`config.mk`:
```
export PLATFORM = sky130hd
export DESIGN_NAME = frame_rate_gen_flat
export DESIGN_NICKNAME = d
export VERILOG_FILES = /design/src/rtl/frame_rate_pkg.sv /design/src/rtl/frame_rate_gen_if.sv /design/src/rtl/frame_rate_ch.sv /design/src/rtl/frame_rate_gen.sv /design/src/flat_wrapper.sv
export SDC_FILE = /design/constraint.sdc
export NUM_CORES = 1
export LEC_CHECK = 0
export CAP_MARGIN = 20
export CORE_MARGIN = 1
export CORE_UTILIZATION = 25
export DETAILED_ROUTE_END_ITERATION = 10
export PLACE_DENSITY = 0.43
export SYNTH_ARGS = -nofsm -noshare
export SYNTH_HDL_FRONTEND = slang
export SYNTH_SLANG_ARGS = --single-unit
```
`constraint.sdc`:
```
create_clock -name clk -period 6.6 [get_ports clk]
set_clock_uncertainty 0.15 [all_clocks]
set_input_delay 0.99 -clock clk [delete_from_list [all_inputs] [get_ports clk]]
set_output_delay 0.99 -clock clk [all_outputs]
set_load 0.05 [all_outputs]
```
`src/rtl/frame_rate_pkg.sv`:
```
`default_nettype none
// ============================================================================
//  Module   : frame_rate_pkg
//  Purpose  : Shared definitions for the frame-tick generator. Holds the
//             rate interval table, the speed-code clamp, the per-channel
//             RUN/PAUSED state encoding and the default speed code.
//  Ports    : none (package)
//  Revision : 1.0  initial release
// ============================================================================
package frame_rate_pkg;

    // Per-channel run state.
    typedef enum logic [0:0] {
        ST_RUN    = 1'b0,
        ST_PAUSED = 1'b1
    } ch_state_e;

    // Speed code used at reset and substituted for code 0.
    localparam logic [2:0] C_DEFAULT_SPEED = 3'd3;

    // Frame interval in clock ticks, indexed by clamped speed code 1..6.
    localparam logic [6:1][31:0] C_IVL_TABLE = {
        32'd80_000,     // 6
        32'd120_000,    // 5
        32'd200_000,    // 4
        32'd400_000,    // 3
        32'd800_000,    // 2
        32'd1_600_000   // 1
    };

    // Map the full 3-bit code space onto the 1..6 table range.
    function automatic logic [2:0] clamp_speed(input logic [2:0] code);
        logic [2:0] res;
        case (code)
            3'd0:    res = C_DEFAULT_SPEED;
            3'd7:    res = 3'd6;
            default: res = code;
        endcase
        return res;
    endfunction

    // Unshifted interval for any raw speed code.
    function automatic logic [31:0] interval_ticks(input logic [2:0] code);
        return C_IVL_TABLE[clamp_speed(code)];
    endfunction

endpackage
`default_nettype wire

```
`src/rtl/frame_rate_gen_if.sv`:
```
`default_nettype none
// ============================================================================
//  Module   : frame_rate_gen_if
//  Purpose  : Control/status bundle of the multi-channel frame-tick
//             generator. The master (controller) drives the per-channel
//             requests; the slave (generator) drives pulses, indices and
//             pause status.
//  Signals  : speed[NUM_CH*3]  pause/resume/restart/step[NUM_CH]
//             next_frame[NUM_CH]  frame_idx[NUM_CH*FRAME_W]  paused[NUM_CH]
//  Revision : 1.0  initial release
// ============================================================================
interface frame_rate_gen_if #(
    parameter int NUM_CH  = 4,
    parameter int FRAME_W = 8
);
    logic [NUM_CH*3-1:0]       speed;
    logic [NUM_CH-1:0]         pause;
    logic [NUM_CH-1:0]         resume;
    logic [NUM_CH-1:0]         restart;
    logic [NUM_CH-1:0]         step;
    logic [NUM_CH-1:0]         next_frame;
    logic [NUM_CH*FRAME_W-1:0] frame_idx;
    logic [NUM_CH-1:0]         paused;

    modport master (
        output speed, pause, resume, restart, step,
        input  next_frame, frame_idx, paused
    );

    modport slave (
        input  speed, pause, resume, restart, step,
        output next_frame, frame_idx, paused
    );
endinterface
`default_nettype wire

```
`src/rtl/frame_rate_ch.sv`:
```
`default_nettype none
// ============================================================================
//  Module   : frame_rate_ch
//  Purpose  : One frame-tick channel: RUN/PAUSED FSM, rate counter, latched
//             interval and wrapping frame index. A new speed is only taken
//             at a frame boundary (or restart/step) so periods never glitch.
//  Ports    : clk, rst (async, active-high)
//             speed_i[3], pause_i, resume_i, restart_i, step_i (step only
//             when FRAME_RATE_GEN_STEP_EN is defined)
//             next_frame_o, frame_idx_o[FRAME_W], paused_o
//  Options  : FRAME_RATE_GEN_STEP_EN - single-frame advance while paused
//  Revision : 1.0  initial release
// ============================================================================
module frame_rate_ch
    import frame_rate_pkg::*;
#(
    parameter int CNT_W          = 24,
    parameter int FRAME_W        = 8,
    parameter int INTERVAL_SHIFT = 0
) (
    input  wire logic               clk,
    input  wire logic               rst,
    input  wire logic [2:0]         speed_i,
    input  wire logic               pause_i,
    input  wire logic               resume_i,
    input  wire logic               restart_i,
`ifdef FRAME_RATE_GEN_STEP_EN
    input  wire logic               step_i,
`endif
    output logic                    next_frame_o,
    output logic [FRAME_W-1:0]      frame_idx_o,
    output logic                    paused_o
);

    localparam logic [CNT_W-1:0] C_RST_IVL =
        CNT_W'(interval_ticks(C_DEFAULT_SPEED) >> INTERVAL_SHIFT);

    ch_state_e          state_q;
    logic [CNT_W-1:0]   cnt_q;
    logic [CNT_W-1:0]   ivl_q;
    logic [FRAME_W-1:0] idx_q;
    logic               next_frame_q;

    logic [CNT_W-1:0]   ivl_d;
    logic [FRAME_W-1:0] idx_d;

    // Interval that would be latched from the speed code presented now.
    assign ivl_d = CNT_W'(interval_ticks(speed_i) >> INTERVAL_SHIFT);
    // Natural wrap of the FRAME_W-bit index.
    assign idx_d = idx_q + FRAME_W'(1);

    always_ff @(posedge clk or posedge rst) begin
        if (rst) begin
            state_q      <= ST_RUN;
            cnt_q        <= '0;
            ivl_q        <= C_RST_IVL;
            idx_q        <= '0;
            next_frame_q <= 1'b0;
        end else begin
            next_frame_q <= 1'b0;
            if (restart_i) begin
                // Restart keeps the run/paused state; only the timeline resets.
                cnt_q <= '0;
                idx_q <= '0;
                ivl_q <= ivl_d;
            end else begin
                unique case (state_q)
                    ST_RUN: begin
                        if (pause_i && !resume_i) begin
                            state_q <= ST_PAUSED;
                        end
                        // Counting follows the registered state, so the edge
                        // that samples pause still advances the count.
                        if (cnt_q == ivl_q) begin
                            cnt_q        <= '0;
                            next_frame_q <= 1'b1;
                            idx_q        <= idx_d;
                            ivl_q        <= ivl_d;
                        end else begin
                            cnt_q <= cnt_q + CNT_W'(1);
                        end
                    end
                    ST_PAUSED: begin
                        if (resume_i && !pause_i) begin
                            state_q <= ST_RUN;
                        end
`ifdef FRAME_RATE_GEN_STEP_EN
                        if (step_i) begin
                            cnt_q        <= '0;
                            next_frame_q <= 1'b1;
                            idx_q        <= idx_d;
                            ivl_q        <= ivl_d;
                        end
`endif
                    end
                endcase
            end
        end
    end

    assign next_frame_o = next_frame_q;
    assign frame_idx_o  = idx_q;
    assign paused_o     = (state_q == ST_PAUSED);

endmodule
`default_nettype wire

```
`src/rtl/frame_rate_gen.sv`:
```
`default_nettype none
// ============================================================================
//  Module   : frame_rate_gen
//  Purpose  : Multi-channel frame-tick generator. NUM_CH independent
//             channels each emit a 1-cycle next_frame pulse at a rate picked
//             from the shared interval table, with pause/resume/restart and
//             a wrapping frame index.
//  Ports    : clk, rst (async, active-high)
//             bus (frame_rate_gen_if.slave): speed, pause, resume, restart,
//             step in; next_frame, frame_idx, paused out
//  Options  : FRAME_RATE_GEN_STEP_EN - honour step while a channel is paused;
//             when undefined the step signal is not used
//  Revision : 1.0  initial release
// ============================================================================
module frame_rate_gen
    import frame_rate_pkg::*;
#(
    parameter int NUM_CH         = 4,
    parameter int CNT_W          = 24,
    parameter int FRAME_W        = 8,
    parameter int INTERVAL_SHIFT = 0
) (
    input  wire logic         clk,
    input  wire logic         rst,
    frame_rate_gen_if.slave   bus
);

    wire [NUM_CH-1:0]         w_next_frame;
    wire [NUM_CH-1:0]         w_paused;
    wire [NUM_CH*FRAME_W-1:0] w_frame_idx;

    for (genvar g = 0; g < NUM_CH; g++) begin : g_ch
        frame_rate_ch #(
            .CNT_W          (CNT_W),
            .FRAME_W        (FRAME_W),
            .INTERVAL_SHIFT (INTERVAL_SHIFT)
        ) u_ch (
            .clk          (clk),
            .rst          (rst),
            .speed_i      (bus.speed[3*g +: 3]),
            .pause_i      (bus.pause[g]),
            .resume_i     (bus.resume[g]),
            .restart_i    (bus.restart[g]),
`ifdef FRAME_RATE_GEN_STEP_EN
            .step_i       (bus.step[g]),
`endif
            .next_frame_o (w_next_frame[g]),
            .frame_idx_o  (w_frame_idx[FRAME_W*g +: FRAME_W]),
            .paused_o     (w_paused[g])
        );
    end

`ifndef FRAME_RATE_GEN_STEP_EN
    // Step is part of the bus but has no effect in this build.
    wire w_step_unused = ^bus.step;
`endif

    assign bus.next_frame = w_next_frame;
    assign bus.frame_idx  = w_frame_idx;
    assign bus.paused     = w_paused;

endmodule
`default_nettype wire
```
`src/flat_wrapper.sv`:
```
// flat-port wrapper written by rule: the top's interface ports become plain ports
module frame_rate_gen_flat import frame_rate_pkg::*;
#(
    parameter int NUM_CH         = 4,
    parameter int CNT_W          = 24,
    parameter int FRAME_W        = 8,
    parameter int INTERVAL_SHIFT = 0
)
  (clk, rst, bus_speed, bus_pause, bus_resume, bus_restart, bus_step, bus_next_frame, bus_frame_idx, bus_paused);
  frame_rate_gen_if #(.NUM_CH(NUM_CH), .FRAME_W(FRAME_W)) bus_i ();
  input  wire logic clk;
  input  wire logic rst;
  input wire logic [$bits(bus_i.speed)-1:0] bus_speed;
  input wire logic [$bits(bus_i.pause)-1:0] bus_pause;
  input wire logic [$bits(bus_i.resume)-1:0] bus_resume;
  input wire logic [$bits(bus_i.restart)-1:0] bus_restart;
  input wire logic [$bits(bus_i.step)-1:0] bus_step;
  output wire logic [$bits(bus_i.next_frame)-1:0] bus_next_frame;
  output wire logic [$bits(bus_i.frame_idx)-1:0] bus_frame_idx;
  output wire logic [$bits(bus_i.paused)-1:0] bus_paused;
  assign bus_i.speed = bus_speed;
  assign bus_i.pause = bus_pause;
  assign bus_i.resume = bus_resume;
  assign bus_i.restart = bus_restart;
  assign bus_i.step = bus_step;
  assign bus_next_frame = bus_i.next_frame;
  assign bus_frame_idx = bus_i.frame_idx;
  assign bus_paused = bus_i.paused;
  frame_rate_gen #(.NUM_CH(NUM_CH), .CNT_W(CNT_W), .FRAME_W(FRAME_W), .INTERVAL_SHIFT(INTERVAL_SHIFT)) u_core (.clk(clk), .rst(rst), .bus(bus_i));
endmodule
```
==> Word-level counts from Yosys, hierarchy flattened <==
Memory sizes are Yosys's and may differ from the RTL's.
Cells that the tools add are included.
{ "totals": {"reg_bits": 232, "latch_bits": 0, "ramBits": 0, "rom_bits": 1024, "in_bits": 30, "word_cells": 148, "n_memories": 4} }
{ "memory_table": {"columns": ["memory", "words", "width", "rd", "rd_clocked_by_memory_dff", "wr", "line", "source"], "rows": [
  ["(no name shown)", 8, 32, 1, 0, 0, "frame_rate_pkg.sv:44", "return C_IVL_TABLE[clamp_speed(code)];"],
  ["(no name shown)", 8, 32, 1, 0, 0, "frame_rate_pkg.sv:44", null],
  ["(no name shown)", 8, 32, 1, 0, 0, "frame_rate_pkg.sv:44", null],
  ["(no name shown)", 8, 32, 1, 0, 0, "frame_rate_pkg.sv:44", null]
]} }
{ "op_classes": {"n_addsub": 8, "n_mul": 0, "div_mod_pow": 0, "magnitude_cmp": 4, "eq_ne": 12, "shift": 0, "n_mux": 68, "n_bitwise": 4, "n_reduce_logical": 28} }
{ "op_table": {"columns": ["cell", "count"], "rows": [
  ["$mux 24", 28],
  ["$add 24x1->24 const B", 4],
  ["$eq 24x24->1", 4],
  ["$mux 8", 12],
  ["$add 8x1->8 const B", 4],
  ["$pmux 3 s2", 4],
  ["$mux 1", 20],
  ["$lt 3x4->1 const B", 4],
  ["$eq 3x3->1 const B", 4],
  ["$logic_not 3->1", 4],
  ["$logic_and 1x1->1", 8],
  ["$logic_not 1->1", 8],
  ["$ne 2x2->1 const B", 4],
  ["$pmux 1 s2", 4],
  ["$reduce_and 2->1", 4],
  ["$reduce_bool 2->1", 4],
  ["$not 1->1", 4]
]} }

==> Longest topological paths before layout <==
{ "depth": {"ltp_word": 7, "ltp_mapped": 10, "mapped_depth_nobuf": 7} }

==> Cells and area by module <==
From an unflattened synthesis, not the netlist that was laid out.
{ "unflattened": {"hier_cells": 1074, "hier_area_um2": 10715.3} }
{ "modules_own_cells": {"columns": ["module", "instances", "cells_each", "area_per_inst_um2", "seq_area_each_um2"], "rows": [
  ["frame_rate_ch at u_core.g_ch[2].u_ch ...", 2, 267, 2688.8, 1233.7],
  ["frame_rate_ch at u_core.g_ch[0].u_ch ...", 2, 270, 2668.8, 1233.7]
]} }

==> Least setup slack after synthesis <==
No wires, ideal clock.
{ "synth_path": {"path_kind": "input port to flip-flop", "from": "input port bus_restart[0]", "to": "register u_core.g_ch[0].u_ch.cnt_q[20]", "setup_time_ns": 0.119, "arrival_ns": 2.210, "path_slack_ns": 4.121, "stages": 5, "n_path_buf": 1, "cell_sequence": "clkbuf_1 -> o2111ai_1 -> nor4b_1 -> xnor2_1 -> nor2_1"} }
{ "synth_between": {"elab_chain_cells": 1} }
{ "synth_lines": {"columns": ["item", "line", "source"], "rows": [
  ["start, declared", "flat_wrapper.sv:16", "input wire logic [$bits(bus_i.restart)-1:0] bus_restart;"],
  ["$ne 2x2->1 (no line) / $mux 24 (equally long branches)", null, null],
  ["end signal, assigned", "frame_rate_ch.sv:80", "cnt_q <= cnt_q + CNT_W'(1);"],
  ["end, declared", "frame_rate_ch.sv:39", "logic [CNT_W-1:0] cnt_q;"]
]} }
Parallel ways exist; a longest one is shown, timed or not.
A chain may end at the register's enable or synchronous reset.

==> Final worst setup path <==
{ "layout_path": {"from": "input port bus_restart[2]", "to": "register u_core.g_ch[2].u_ch.cnt_q[20]"} }
{ "layout_between": {"elab_chain_cells": 1} }
{ "layout_lines": {"columns": ["item", "line"], "rows": [
  ["$ne 2x2->1 (no line) / $mux 24 (equally long branches)", null],
  ["end signal, assigned", "frame_rate_ch.sv:80"],
  ["end, declared", "frame_rate_ch.sv:39"]
]} }
Parallel ways exist; a longest one is shown, timed or not.

==> impl_metrics.csv <==
group,metric,value,unit
routing,vias,7786,
grt,grt_pass1_vias,7768,
power_and_ir_drop,leakage,4.95,nW
clock_tree,clkSinkCount,196,
critical_path,r2r-end,"u_core.g_ch[3].u_ch.ivl_q[13]",
grt,grt_pass1_wl,40.7,mm
routing,wl_per_cell,13.9,µm
min_path,min-delay-start,"u_core.g_ch[3].u_ch.ivl_q[12]",
routing,wl_met1,12.6,mm
placement,place_congestion,0.731,
final_layout,nets,1190,
clock_tree,insertion_delay,0.46,ns
power_and_ir_drop,p_per_area,214,nW/µm²
critical_path,cp-start-kind,"input pin",
placement,hpwl,16.0,mm
critical_path,end_kind,"register",
routing,highest_layer,"met4",
routing,drcViolationCount,0,
power_and_ir_drop,combPwrFrac,9.6,%
critical_path,r2r_slack,3.45,ns
routing,dr_wl_met2,10.6,mm
final_layout,antenna_cells,0,
min_path,holdPathEnd,"u_core.g_ch[3].u_ch.ivl_q[12]",
synth,synth_ff_type,"dfrtp_1",
floorplan,start_util,25.3,%
routing,ant_nets,0,
synth,netlist.area_leader.share,39.6,%
routing,routed_wl,24.2,mm
final_layout,area_growth,16.3,%
timing,hold_violations,0,
clock_tree,cts-resized-gates,0,
min_path,min_path_cells,2,
power_and_ir_drop,max-vdd-ir-drop,0.124,mV
clock_tree,cts.path.max_buffers,2,
flow_run,cap_viol_max_count,0,
synth,syn-cell-area,10900,µm²
run_status,outcome,"completed",
critical_path,max_stage_delay,1.08,ns
power_and_ir_drop,p_sw,675,µW
routing,drt-initial-drc-count,421,
timing,timing.fmax,0.300,GHz
routing,route.met3.wl,778,µm
critical_path,reg2reg_from,"u_core.g_ch[3].u_ch.cnt_q[8]",
floorplan,core.rowCount,76,
clock_tree,htree_levels,4,
critical_path,cp.required,6.78,ns
power_and_ir_drop,p_int,2.03,mW
grt,grt_max_degree,115,
placement,io_buffers,65,
synth,synth_nets,1160,
timing,fin_crit_sh,50.6,%
synth,async_flop_share,100,%
critical_path,worstSetupPathType,"input pin to register",
critical_path,ff2ff_path_depth,6,
routing,drtPass1Iterations,5,
synth,yosys_warnings,0,
floorplan,dieArea,44400,µm²
timing,fin_crit,3.34,ns
synth,netlist_top_cells_area,"dfrtp_1 (40%), xnor2_1 (7.4%), mux2_2 (6.3%), nor2_1 (5.9%), dfstp_2 (5.8%)",
power_and_ir_drop,seq_power_share,48.3,%
timing,slew_headroom,38.1,%
final_layout,drive_above_1_share,12.4,%
min_path,hp-class,"register to register",
floorplan,die_y,211,µm
power_and_ir_drop,pwr-share-clk,42.2,%
floorplan,pin_count,70,
final_layout,mostFrequentLayoutCell,"dfrtp_1",
timing,setup_violations,0,
final_layout,layout_common_cells,"dfrtp_1 (172), nor2_1 (170), xnor2_1 (92)",
grt,overflow,0,
floorplan,fp.coreArea,43000,µm²
synth,synth-edff-count,0,
timing,final.setup.tns,0,ns
floorplan,dieWidth,211,µm
synth,synth_cells,1118,
synth,ys_seq_area_share,45.4,%
critical_path,path_cells,"clkdlybuf4s50_1 > nor2b_1 > or4_1 > nor4_1 > xnor2_1 > nor2_1",
routing,viasPerCell,4.46,
clock_tree,cts_tree,"built",
clock_tree,cts_setup_buffers,0,
critical_path,cp_max_fo,26,
synth,postSynthAreaPerCell,9.73,µm²
synth,synth_seq_cells,196,
grt,grt_use_total,11.5,%
power_and_ir_drop,switching_share,24.9,%
clock_tree,clk_pin_slew,0.07,ns
timing,drv_slew,0,
clock_tree,cts_buffers,17,
timing,grt_setup_unrepaired,"no",
placement,placed_area,12000,µm²
clock_tree,cts_hold_buffers,0,
clock_tree,clockRootBuffer,"clkbuf_16",
synth,ys_types,56,
grt,antenna_found_initial,0,
final_layout,fin_area,12600,µm²
critical_path,slowest_stage,"clkdlybuf4s50_1",
critical_path,worstPathArrival,3.52,ns
synth,synth_top_cell_by_area,"dfrtp_1",
timing,tightest_slew,0.925,ns
[cell usage after synthesis, types with 3 or more instances]
cell / count
or4_1: 9
nor3_1: 37
nor4b_1: 3
and4b_1: 3
xnor2_1: 92
o311ai_0: 5
and4_1: 12
nand2b_1: 17
dfstp_2: 24
nor3b_1: 7
nand4_1: 30
ha_1: 12
mux2_2: 61
nor2_1: 170
o31ai_1: 7
nand3b_1: 8
and3_1: 3
o41ai_1: 7
mux2_1: 8
or2_2: 9
and2_1: 5
dfrtp_1: 172
o211ai_1: 7
buf_6: 3
clkbuf_1: 35
mux2i_1: 4
or3_1: 6
nor2b_1: 32
xor2_1: 59
buf_2: 8
o21ai_0: 22
nor4_1: 37
inv_1: 41
buf_4: 13
buf_1: 3
nand3_1: 39
nand2_1: 54
a21oi_1: 29
[worst max-delay path, delay by kind of cell]
kind                   cells  cell delay, ns
AND/OR/NAND/NOR            4            1.28
buffers and inverters      1            1.08
XOR/XNOR                   1            0.16
[per-layer routing]
metal	GRT usage, %	up-vias
met1	16.0	3789
met4	3.35	0
met3	2.86	11
met2	17.4	92
met5	0	-
li1	-	3894
[cell type report]
class,instances,area [µm²]
Clock buffer,23,478
Sequential cell,196,4930
Fill cell,4547,30300
Timing Repair Buffer,73,711
Inverter,42,165
Multi-Input combinational cell,818,5470
Clock inverter,9,154
Tap cell,585,732
[kinds of logic (layout without fill, tap and decap cells)]
| group | count (synthesis) | after routing | share of synthesized area [%] |
|---|---|---|---|
| xor gates and xnor gates | 151 | 151 | 12.2 |
| and+or+nand+nor | 491 | 491 | 23.6 |
| adders and majority gates | 12 | 12 | 1.38 |
| AOI/OAI and AO/OA | 91 | 91 | 5.65 |
| DFF | 196 | 196 | 45.4 |
| buffers and inverters | 104 | 147 | 4.34 |
| muxes | 73 | 73 | 7.51 |
[flip-flops by register name, summed over array words and instances (netlist names)]
register                       flops
u_core.g_ch.u_ch.next_frame_o      4
u_core.g_ch.u_ch.cnt_q            96
u_core.g_ch.u_ch.paused_o          4
u_core.g_ch.u_ch.frame_idx_o      32
u_core.g_ch.u_ch.ivl_q            60
[through the flow]
stage               total power, mW  hold WS, ns  setup WS (ns)  utilization [%]  instances
global route                   2.84        0.343           3.09             29.4       1746
detailed placement             1.60        0.318           2.74             27.9       1712
global placement               1.59        0.316           2.76             27.9       1712
floorplan                      1.52        0.301          0.159                -       1118
CTS                            2.77        0.332           3.24             29.4       1744
finish                         2.71        0.326           3.26             29.4       1746
[power groups by stage]
stage,Combinational (mW),Sequential (mW),Clock [mW]
after floorplan,0.211,1.31,0
after global placement,0.264,1.33,0
after detailed placement,0.266,1.33,0
after CTS,0.267,1.31,1.19
after global routing,0.293,1.32,1.23
final,0.259,1.31,1.14
[worst max-delay path by stage]
stage	cells after the start	slack, ns	startpoint	end
4_1_cts	1	3.24	u_core.g_ch[3].u_ch.paused_o	bus_paused[3]
6_report	6	3.26	bus_restart[2]	u_core.g_ch[2].u_ch.cnt_q[20]
3_3_place_gp	6	2.76	bus_restart[2]	u_core.g_ch[2].u_ch.cnt_q[19]
3_5_place_dp	6	2.74	bus_restart[2]	u_core.g_ch[2].u_ch.cnt_q[19]
2_1_floorplan	1	0.16	rst	u_core.g_ch[0].u_ch.cnt_q[0]
5_1_grt	6	3.09	bus_restart[2]	u_core.g_ch[2].u_ch.cnt_q[19]
Power figures use the tool's default switching activity.
